[src/rtl/core_mem_port.sv]
// core_mem_port: per-core memory access stage in front of the shared-RAM arbiter.
// Core requests are queued in a small FIFO. They are then presented one at a time
// on this core's arbiter lane, and each one completes with a single-cycle done pulse.
//
// Ports
//   clk, rst_n        clock (rising edge), asynchronous active-low reset
//   req/we/addr/wdata core request; accepted when req && !full
//   full, busy        FIFO full; FIFO non-empty or an op in flight
//   rdata, done, err  load result, completion pulse, timeout flag (with done)
//   mem_rden/mem_wren read/write request to the arbiter lane
//   mem_address/din   address and write data, held from REQ through DONE
//   mem_acq, mem_dq   grant and read data returned by the arbiter
module core_mem_port #(
    parameter int ADDR_W  = 8,
    parameter int DATA_W  = 8,
    parameter int DEPTH   = 2,
    parameter int RD_WAIT = 2,
    parameter int TIMEOUT = 255
) (
    input  logic              clk,
    input  logic              rst_n,
    input  logic              req,
    input  logic              we,
    input  logic [ADDR_W-1:0] addr,
    input  logic [DATA_W-1:0] wdata,
    output logic              full,
    output logic              busy,
    output logic [DATA_W-1:0] rdata,
    output logic              done,
    output logic              err,
    output logic              mem_rden,
    output logic              mem_wren,
    output logic [ADDR_W-1:0] mem_address,
    output logic [DATA_W-1:0] mem_din,
    input  logic              mem_acq,
    input  logic [DATA_W-1:0] mem_dq
);

    localparam int PTR_W = $clog2(DEPTH);
    localparam int ENT_W = 1 + ADDR_W + DATA_W;
    localparam int CNT_W = $clog2(TIMEOUT + RD_WAIT + 1);

    localparam logic [PTR_W:0]   FULL_CNT = (PTR_W + 1)'(DEPTH);
    localparam logic [PTR_W-1:0] PTR_ONE  = PTR_W'(1);
    localparam logic [PTR_W:0]   CNT_ONE  = (PTR_W + 1)'(1);
    localparam logic [CNT_W-1:0] TICK     = CNT_W'(1);
    localparam logic [CNT_W-1:0] TO_LAST  = CNT_W'(TIMEOUT - 1);
    localparam logic [CNT_W-1:0] RW_LAST  = CNT_W'(RD_WAIT - 1);

    localparam logic [2:0] S_IDLE    = 3'd0;
    localparam logic [2:0] S_REQ     = 3'd1;
    localparam logic [2:0] S_WAIT    = 3'd2;
    localparam logic [2:0] S_DONE    = 3'd3;
    localparam logic [2:0] S_RELEASE = 3'd4;

    logic [ENT_W-1:0]  fifo_mem_q [DEPTH];
    logic [PTR_W-1:0]  wr_ptr_q, wr_ptr_d;
    logic [PTR_W-1:0]  rd_ptr_q, rd_ptr_d;
    logic [PTR_W:0]    count_q, count_d;
    logic [2:0]        state_q, state_d;
    logic [CNT_W-1:0]  cnt_q, cnt_d;
    logic              we_cur_q, we_cur_d;
    logic [ADDR_W-1:0] addr_cur_q, addr_cur_d;
    logic [DATA_W-1:0] din_cur_q, din_cur_d;
    logic [DATA_W-1:0] rdata_q, rdata_d;
    logic              err_q, err_d;

    logic              fifo_empty;
    logic              push;
    logic              pop;
    logic [ENT_W-1:0]  head;

    assign fifo_empty = (count_q == '0);
    assign full       = (count_q == FULL_CNT);
    assign push       = req && !full;
    // A grant still high from the previous op must fall before the next op starts.
    assign pop        = (state_q == S_IDLE) && !fifo_empty && !mem_acq;
    assign head       = fifo_mem_q[rd_ptr_q];

    // Queue storage carries no reset; only the pointers and count define its contents.
    always_ff @(posedge clk) begin
        if (push) begin
            fifo_mem_q[wr_ptr_q] <= {we, addr, wdata};
        end
    end

    always_comb begin
        wr_ptr_d   = wr_ptr_q;
        rd_ptr_d   = rd_ptr_q;
        count_d    = count_q;
        state_d    = state_q;
        cnt_d      = cnt_q;
        we_cur_d   = we_cur_q;
        addr_cur_d = addr_cur_q;
        din_cur_d  = din_cur_q;
        rdata_d    = rdata_q;
        err_d      = err_q;

        if (push) wr_ptr_d = wr_ptr_q + PTR_ONE;
        if (pop)  rd_ptr_d = rd_ptr_q + PTR_ONE;
        unique case ({push, pop})
            2'b10:   count_d = count_q + CNT_ONE;
            2'b01:   count_d = count_q - CNT_ONE;
            default: count_d = count_q;
        endcase

        unique case (state_q)
            S_IDLE: begin
                if (pop) begin
                    we_cur_d   = head[ENT_W-1];
                    addr_cur_d = head[ENT_W-2 -: ADDR_W];
                    din_cur_d  = head[DATA_W-1:0];
                    cnt_d      = '0;
                    err_d      = 1'b0;
                    state_d    = S_REQ;
                end
            end
            S_REQ: begin
                if (mem_acq) begin
                    // The same counter times the read latency after a grant.
                    cnt_d   = '0;
                    state_d = we_cur_q ? S_DONE : S_WAIT;
                end else if (cnt_q == TO_LAST) begin
                    err_d   = 1'b1;
                    state_d = S_DONE;
                end else begin
                    cnt_d = cnt_q + TICK;
                end
            end
            S_WAIT: begin
                if (cnt_q == RW_LAST) begin
                    rdata_d = mem_dq;
                    state_d = S_DONE;
                end else begin
                    cnt_d = cnt_q + TICK;
                end
            end
            S_DONE: begin
                state_d = S_RELEASE;
            end
            S_RELEASE: begin
                // A timed-out op never got a grant, so there is nothing to wait for.
                if (err_q || !mem_acq) state_d = S_IDLE;
            end
            default: begin
                state_d = S_IDLE;
            end
        endcase
    end

    always_ff @(posedge clk or negedge rst_n) begin
        if (!rst_n) begin
            wr_ptr_q   <= '0;
            rd_ptr_q   <= '0;
            count_q    <= '0;
            state_q    <= S_IDLE;
            cnt_q      <= '0;
            we_cur_q   <= 1'b0;
            addr_cur_q <= '0;
            din_cur_q  <= '0;
            rdata_q    <= '0;
            err_q      <= 1'b0;
        end else begin
            wr_ptr_q   <= wr_ptr_d;
            rd_ptr_q   <= rd_ptr_d;
            count_q    <= count_d;
            state_q    <= state_d;
            cnt_q      <= cnt_d;
            we_cur_q   <= we_cur_d;
            addr_cur_q <= addr_cur_d;
            din_cur_q  <= din_cur_d;
            rdata_q    <= rdata_d;
            err_q      <= err_d;
        end
    end

    assign busy        = !fifo_empty || (state_q != S_IDLE);
    assign mem_rden    = ((state_q == S_REQ) && !we_cur_q) || (state_q == S_WAIT);
    assign mem_wren    = (state_q == S_REQ) && we_cur_q;
    assign mem_address = addr_cur_q;
    assign mem_din     = din_cur_q;
    assign rdata       = rdata_q;
    assign done        = (state_q == S_DONE);
    assign err         = (state_q == S_DONE) && err_q;

endmodule
[config.mk]
export PLATFORM = sky130hd
export DESIGN_NAME = core_mem_port
export DESIGN_NICKNAME = d
export VERILOG_FILES = /design/src/rtl/core_mem_port.sv
export SDC_FILE = /design/constraint.sdc
export NUM_CORES = 1
export LEC_CHECK = 0
export ABC_AREA = 1
export BUFFER_PORTS_ARGS = -buffer_cell sky130_fd_sc_hd__buf_2
export CORE_MARGIN = 10
export CORE_UTILIZATION = 55
export CTS_BUF_LIST = sky130_fd_sc_hd__clkbuf_4
export DETAILED_ROUTE_END_ITERATION = 8
export PLACE_DENSITY = 0.83
export SYNTH_ARGS = -nofsm -noshare
export SYNTH_HDL_FRONTEND = slang
export SYNTH_SLANG_ARGS = --single-unit
export TNS_END_PERCENT = 50
[constraint.sdc]
create_clock -name clk -period 2.4 [get_ports clk]
set_input_delay 0.48 -clock clk [delete_from_list [all_inputs] [get_ports clk]]
set_output_delay 0.48 -clock clk [all_outputs]
set_load 0.01 [all_outputs]
After elaboration in Yosys (flattened, before gate mapping)
Memories as Yosys holds them, arrays and structs flattened. A register that Yosys moved wholly into a read port is not among the register bits.
Index checks and enable logic that the tools add are counted.
W data, S select, Z words.
{"block": "word_totals", "input_bits": 29, "output_inout_bits": 30, "mem_count": 1, "mem_bits_rw": 34, "word_cells": 74, "ff_bits": 25}
{"name": "fifo_mem_q", "words": 2, "width": 17, "rd": 1, "rd_clocked_by_memory_dff": 1, "wr": 1, "line_no": "56", "source": "logic [ENT_W-1:0] fifo_mem_q [DEPTH];"}
{"block": "classes", "eq_ne": 17, "n_reduce_logical": 25, "n_addsub": 5, "mux": 19}
{"cell": "$mux W9", "count": 4}
{"cell": "$pmux W9 S3", "count": 1}
{"cell": "$mux W3", "count": 5}
{"cell": "$pmux W3 S5", "count": 1}
{"cell": "$ne A2 B2 Y1 const B", "count": 6}
{"cell": "$reduce_and A4 Y1", "count": 3}
{"cell": "$add A9 B1 Y9 const B", "count": 1}
{"cell": "$eq A9 B1 Y1 const B", "count": 1}
{"cell": "$eq A9 B8 Y1 const B", "count": 1}
{"cell": "$eq A3 B2 Y1 const B", "count": 2}
{"cell": "$logic_and A1 B1 Y1", "count": 6}
{"cell": "$mux W1", "count": 6}
{"cell": "$ne A3 B3 Y1 const B", "count": 2}
{"cell": "$reduce_bool A3 Y1", "count": 2}
{"cell": "$logic_not A1 Y1", "count": 5}
{"cell": "$eq A2 B2 Y1 const B", "count": 2}
{"cell": "$pmux W2 S2", "count": 1}
{"cell": "$reduce_and A2 Y1", "count": 2}
{"cell": "$reduce_bool A2 Y1", "count": 2}
{"cell": "$eq A3 B1 Y1 const B", "count": 1}
{"cell": "$eq A3 B3 Y1 const B", "count": 1}
{"cell": "$logic_not A3 Y1", "count": 1}
{"cell": "$logic_or A1 B1 Y1", "count": 3}
{"cell": "$add A1 B1 Y1 const B", "count": 2}
{"cell": "5 further kinds", "count": 5}

Logic depth before layout (Yosys ltp)
{"block": "depth", "depth_word": 6, "mapped_depth": 10, "ltp_nobuf": 10}

Worst setup path before layout
OpenSTA, ideal clock, no wires.
{"block": "synth_timing", "path_type": "register -> register", "from": "reg count_q[1]", "to": "mem fifo_mem_q[0][0] (netlist name) (enable)", "t_arrival_ns": 1.424, "path_slack_ns": 0.585, "path_stages_with_launch": 4, "path_buffers": 0, "required_time_ns": 2.009, "setup_ns": 0.391, "synth_period_minus_slack_ns": 1.815, "cell_sequence": "dfrtp_1 inv_1 o21ai_0 nor2_1"}
{"block": "synth_between", "elab_chain_cells": 5}
{"item": "from (decl)", "line_no": "59", "source": "logic [PTR_W:0] count_q, count_d;"}
{"item": "from (signal assigned)", "line_no": "166", "source": "count_q <= count_d;"}
{"item": "$eq A2 B2 Y1", "line_no": "74", "source": "assign full = (count_q == FULL_CNT);"}
{"item": "$logic_not A1 Y1", "line_no": "75", "source": "assign push = req && !full;"}
{"item": "$logic_and A1 B1 Y1", "line_no": "75"}
{"item": "$mux W1", "line_no": "82", "source": "if (push) begin"}
{"item": "$mux W1 (implied by the code)", "line_no": "83", "source": "fifo_mem_q[wr_ptr_q] <= {we, addr, wdata};"}
{"item": "to (decl)", "line_no": "56"}
Every way passes these cells.

Worst setup path after layout
{"block": "layout_timing", "from": "reg state_q[1]", "to": "out mem_rden"}
{"block": "layout_between", "elab_chain_cells": 3, "word_cells_on_any_way": 4, "cone_classes": "eq/ne (2); reduce/logical (2)"}
{"item": "from (decl)", "line_no": "60", "source": "logic [2:0] state_q, state_d;"}
{"item": "from (signal assigned)", "line_no": "167", "source": "state_q <= state_d;"}
{"item": "$eq A3 B1 Y1", "line_no": "178", "source": "assign mem_rden = ((state_q == S_REQ) && !we_cur_q) || (state_q == S_WAIT);"}
{"item": "$logic_and A1 B1 Y1", "line_no": "178"}
{"item": "$logic_or A1 B1 Y1 *", "line_no": "178"}
{"item": "to (decl)", "line_no": "31", "source": "output logic mem_rden,"}
Mark *: on every way between the ends. The rest lies on a longest branch, timed or not.

==> impl_results.rst <==
.. list-table::
   :header-rows: 1

   * - Metric
     - Value
   * - Post-route DRC violation count
     - 0
   * - Worst-path fanout max
     - 6
   * - Yosys top cell area share
     - 0.312
   * - Max Fclk
     - 499 MHz
   * - Max H-tree Level
     - 3
   * - Leak pwr
     - 1.76 nW
   * - Number of different library cells in the post-synthesis netlist
     - 30
   * - Synthesized Nets
     - 363
   * - Aggregate global-route resource usage
     - 0.132
   * - Clock-pin slew of the registers on the worst-case setup and hold paths
     - 0.12 ns
   * - Largest net degree at the start of global routing
     - 36
   * - RSZ-0062 raised after global routing
     - no
   * - Final worst hold slack
     - 0.263 ns
   * - Cell at the slowest stage of the critical path
     - dfrtp_1
   * - Synth-to-Final Area Change
     - 15.4%
   * - TritonCTS clock tree
     - yes
   * - Start-to-end type of the worst setup path
     - reg2out
   * - First-pass GRT wire length
     - 10700 microns
   * - Share of layout cells above drive strength 1
     - 0.283
   * - Final instance area
     - 3880 sq um
   * - Maximum ir drop on the vdd rail
     - 0.742 mV
   * - Final setup violating endpoints
     - 0
   * - Overflow after GRT
     - 0
   * - Initial antenna violation count
     - 0
   * - Net count reported at finish
     - 432
   * - Synthesis warning total
     - 0
   * - Share of the synthesized area in compound gates (AO/OA/AOI/OAI)
     - 0.0743
   * - Largest family of logic cells by synthesized area
     - simple AND/OR/NAND/NOR gates
   * - Number of diodes
     - 0
   * - Detailed router's first-iteration violation count
     - 119
   * - Most numerous cell types in the synthesized netlist
     - nand2_1 (87), dfrtp_1 (42), nor2_1 (38)
   * - Master cell of the clock root buffer
     - clkbuf_4
   * - Synthesized area per cell
     - 10.2 sq um
   * - Share of synthesized registers carrying an async set or reset
     - 0.553
   * - Gpl congestion
     - 0.866
   * - Via-to-Cell Ratio
     - 5.10
   * - Share of synthesized area occupied by flip-flops and latches
     - 0.616
   * - Worst-case clock skew
     - 0.00463 ns
   * - Transition time at the pin with the least slew margin
     - 0.521 ns
   * - Number of endpoints with negative hold slack in the final report
     - 0
   * - Most frequently used flop master after synthesis
     - dfrtp_1
   * - Final number of max-transition violations
     - 0
   * - Cells after synthesis
     - 330
   * - Routing usage on met1
     - 0.140
   * - Placed Area
     - 3740 sq um
   * - Clock tree buffer depth
     - 2
   * - Capturing element type of the critical path
     - output pin
   * - Path type of the worst min-delay path
     - in2reg
   * - Crit start category
     - register
   * - CORE AREA
     - 5920 sq um
   * - Gr busiest metal
     - met2
   * - Power per cell area
     - 1200 nW/um^2
   * - Total of max-cap violations
     - 0
   * - Met3 usage in global routing
     - 0.0416
   * - Internal Power
     - 2.79 mW
   * - Switching Power
     - 1.87 mW
   * - Data required time of the worst path
     - 1.92 ns
   * - Number of antenna-violating nets in the routed design
     - 0
   * - Simple-gate area share of the yosys netlist
     - 0.226
   * - Count of flip-flops with a built-in enable after synthesis
     - 34
   * - XOR/XNOR Fraction of Synth Area
     - 0.0130
   * - Largest incremental delay on the critical path
     - 0.45 ns
   * - Starting density of the core
     - 0.568
   * - Placement row count
     - 28
   * - Logic pwr share
     - 0.401
   * - Part of the total power dissipated in the clock network
     - 0.161
   * - Worst slew margin relative to its limit
     - 0.649
   * - Die X-Extent
     - 98.2 microns
   * - Most frequent cell after synthesis
     - nand2_1
   * - Total Wirelength
     - 6440 microns
   * - Leading area contributor after synthesis
     - dfrtp_1
   * - First-pass detailed-route iteration total
     - 4
   * - Setup TNS Final
     - 0 ns
   * - IO buf count
     - 58
   * - Met2 Use GR
     - 0.239
   * - Summed instance area of the synthesized netlist
     - 3370 sq um
   * - Number of buffer and inverter stages on the critical path
     - 1
   * - Average wire per standard cell
     - 13.5 microns
   * - Outcome
     - finished clean
   * - Total of flip-flops plus latches after synthesis
     - 76
   * - Switching Fraction
     - 0.401
   * - Fraction of synthesized area in multiplexers
     - 0
   * - Part of the cycle the worst path needs
     - 0.834
   * - Cell types with the largest area share after synthesis
     - dfrtp_1 (31%), edfxtp_1 (30%), nand2_1 (9.7%), nor2_1 (4.2%), a31oi_1 (3.2%)
   * - Count of clock tree sinks
     - 76
   * - Number of top-level design ports
     - 59
   * - Post-Synth Adder-Cell Area
     - 0.0149
   * - Number of vias after detailed routing
     - 2439
   * - Kind of cell adding the most delay to the critical path
     - flip-flops
   * - Area enclosed by the die boundary
     - 9650 sq um
   * - Total CTS buffers
     - 9
   * - Detailed-placement wirelength estimate
     - 4670 microns
   * - Clock latency on the worst-skew pair
     - 0.40 ns
   * - Endpoint arrival time on the critical path
     - 1.52 ns
   * - Total power
     - 4.66 mW
   * - Count of cells resized by post-cts repair
     - 0
   * - Vias in the first global route
     - 2407
   * - Time the worst path needs with I/O delays and setup
     - 2.00 ns
   * - Part of the total power dissipated in sequential elements
     - 0.439
   * - Ordered list of cells on the worst path
     - nor2_4, nand2_1, o21ai_0, buf_2
   * - Floorplan die height
     - 98.2 microns
[flip-flops by register name, summed over array words and instances (netlist names)]
register	count
we_cur_q	1
rd_ptr_q	1
fifo_mem_q	34
wr_ptr_q	1
cnt_q	9
err_q	1
mem_address	8
rdata	8
count_q	2
state_q	3
mem_din	8
[worst paths after layout]
| path | startpoint | to | slack (ns) | depth (start not counted) |
|---|---|---|---|---|
| min in group asynchronous | rst_n | state_q[2]$_DFFE_PN0P_ | 0.52 | 2 |
| max | state_q[1]$_DFFE_PN0P_ | mem_rden | 0.40 | 4 |
| min | addr[5] | fifo_mem_q[0][13]$_DFFE_PP_ | 0.26 | 1 |
| max in group asynchronous | rst_n | cnt_q[8]$_DFFE_PN0P_ | 1.35 | 3 |
| min reg2reg | rdata[0]$_DFFE_PN0P_ | rdata[0]$_DFFE_PN0P_ | 0.49 | 2 |
| max reg2reg | count_q[0]$_DFFE_PN0P_ | count_q[1]$_DFFE_PN0P_ | 0.63 | 5 |
[worst register-to-register path: cells and delay by family, from the launching register on]
family	cells	cell delay, ns
xor+xnor	1	0.15
compound gates	3	0.70
fa+ha+maj	1	0.35
flops	1	0.46
[cell usage in the layout, fill, tap and decap left out, types with 6 or more instances in the layout]
cell type  instances
a31oi_1           17
buf_2             58
buf_4              6
clkbuf_4           9
dfrtp_1           42
edfxtp_1          34
inv_1             28
nand2_1           87
nand2_2            6
nand3_1           15
nor2_1            38
o21ai_0            8
o21ai_2            8
[final cells by class]
cell class | instances | area (sq um)
Clock inverter | 6 | 65.1
Timing Repair Buffer | 65 | 345
Multi-Input combinational cell | 212 | 1100
Inverter | 35 | 134
Clock buffer | 9 | 67.6
Sequential cell | 76 | 2070
Tap cell | 75 | 93.8
Fill cell | 459 | 2040
[metrics by stage]
stage / setup WS, ns / util / instances
final: 0.398 / 0.656 / 478
after global routing: 0.241 / 0.656 / 478
after CTS: 0.376 / 0.656 / 478
after detailed placement: 0.658 / 0.632 / 462
after global placement: 0.727 / 0.632 / 462
after floorplan: 0.585 / - / 330
[cells by family after synthesis]
family	count (synthesis)
simple gates	164
flops	76
buf+inv	42
compound gates	39
xor+xnor	5
fa+ha+maj	4
[power groups by stage]
stage                     sequential [mW]  combinational (mW)  clock (mW)
final                                2.04                1.87       0.750
after global routing                 2.09                2.08       0.832
after CTS                            2.05                1.89       0.764
after detailed placement             2.07                1.88           0
after global placement               2.06                1.81           0
after floorplan                      2.14                1.21           0
[layer usage]
layer  up-vias  part of all wire
li1       1224                 -
met1      1150              0.40
met2        59              0.54
met3         6             0.057
met4         0            0.0096
met5         -                 0
[timing repair]
action,in CTS,in global routing
setup buffers,0,0
hold endpoints to repair,15,0
hold buffers,1,0
Power figures use the tool's default switching activity.
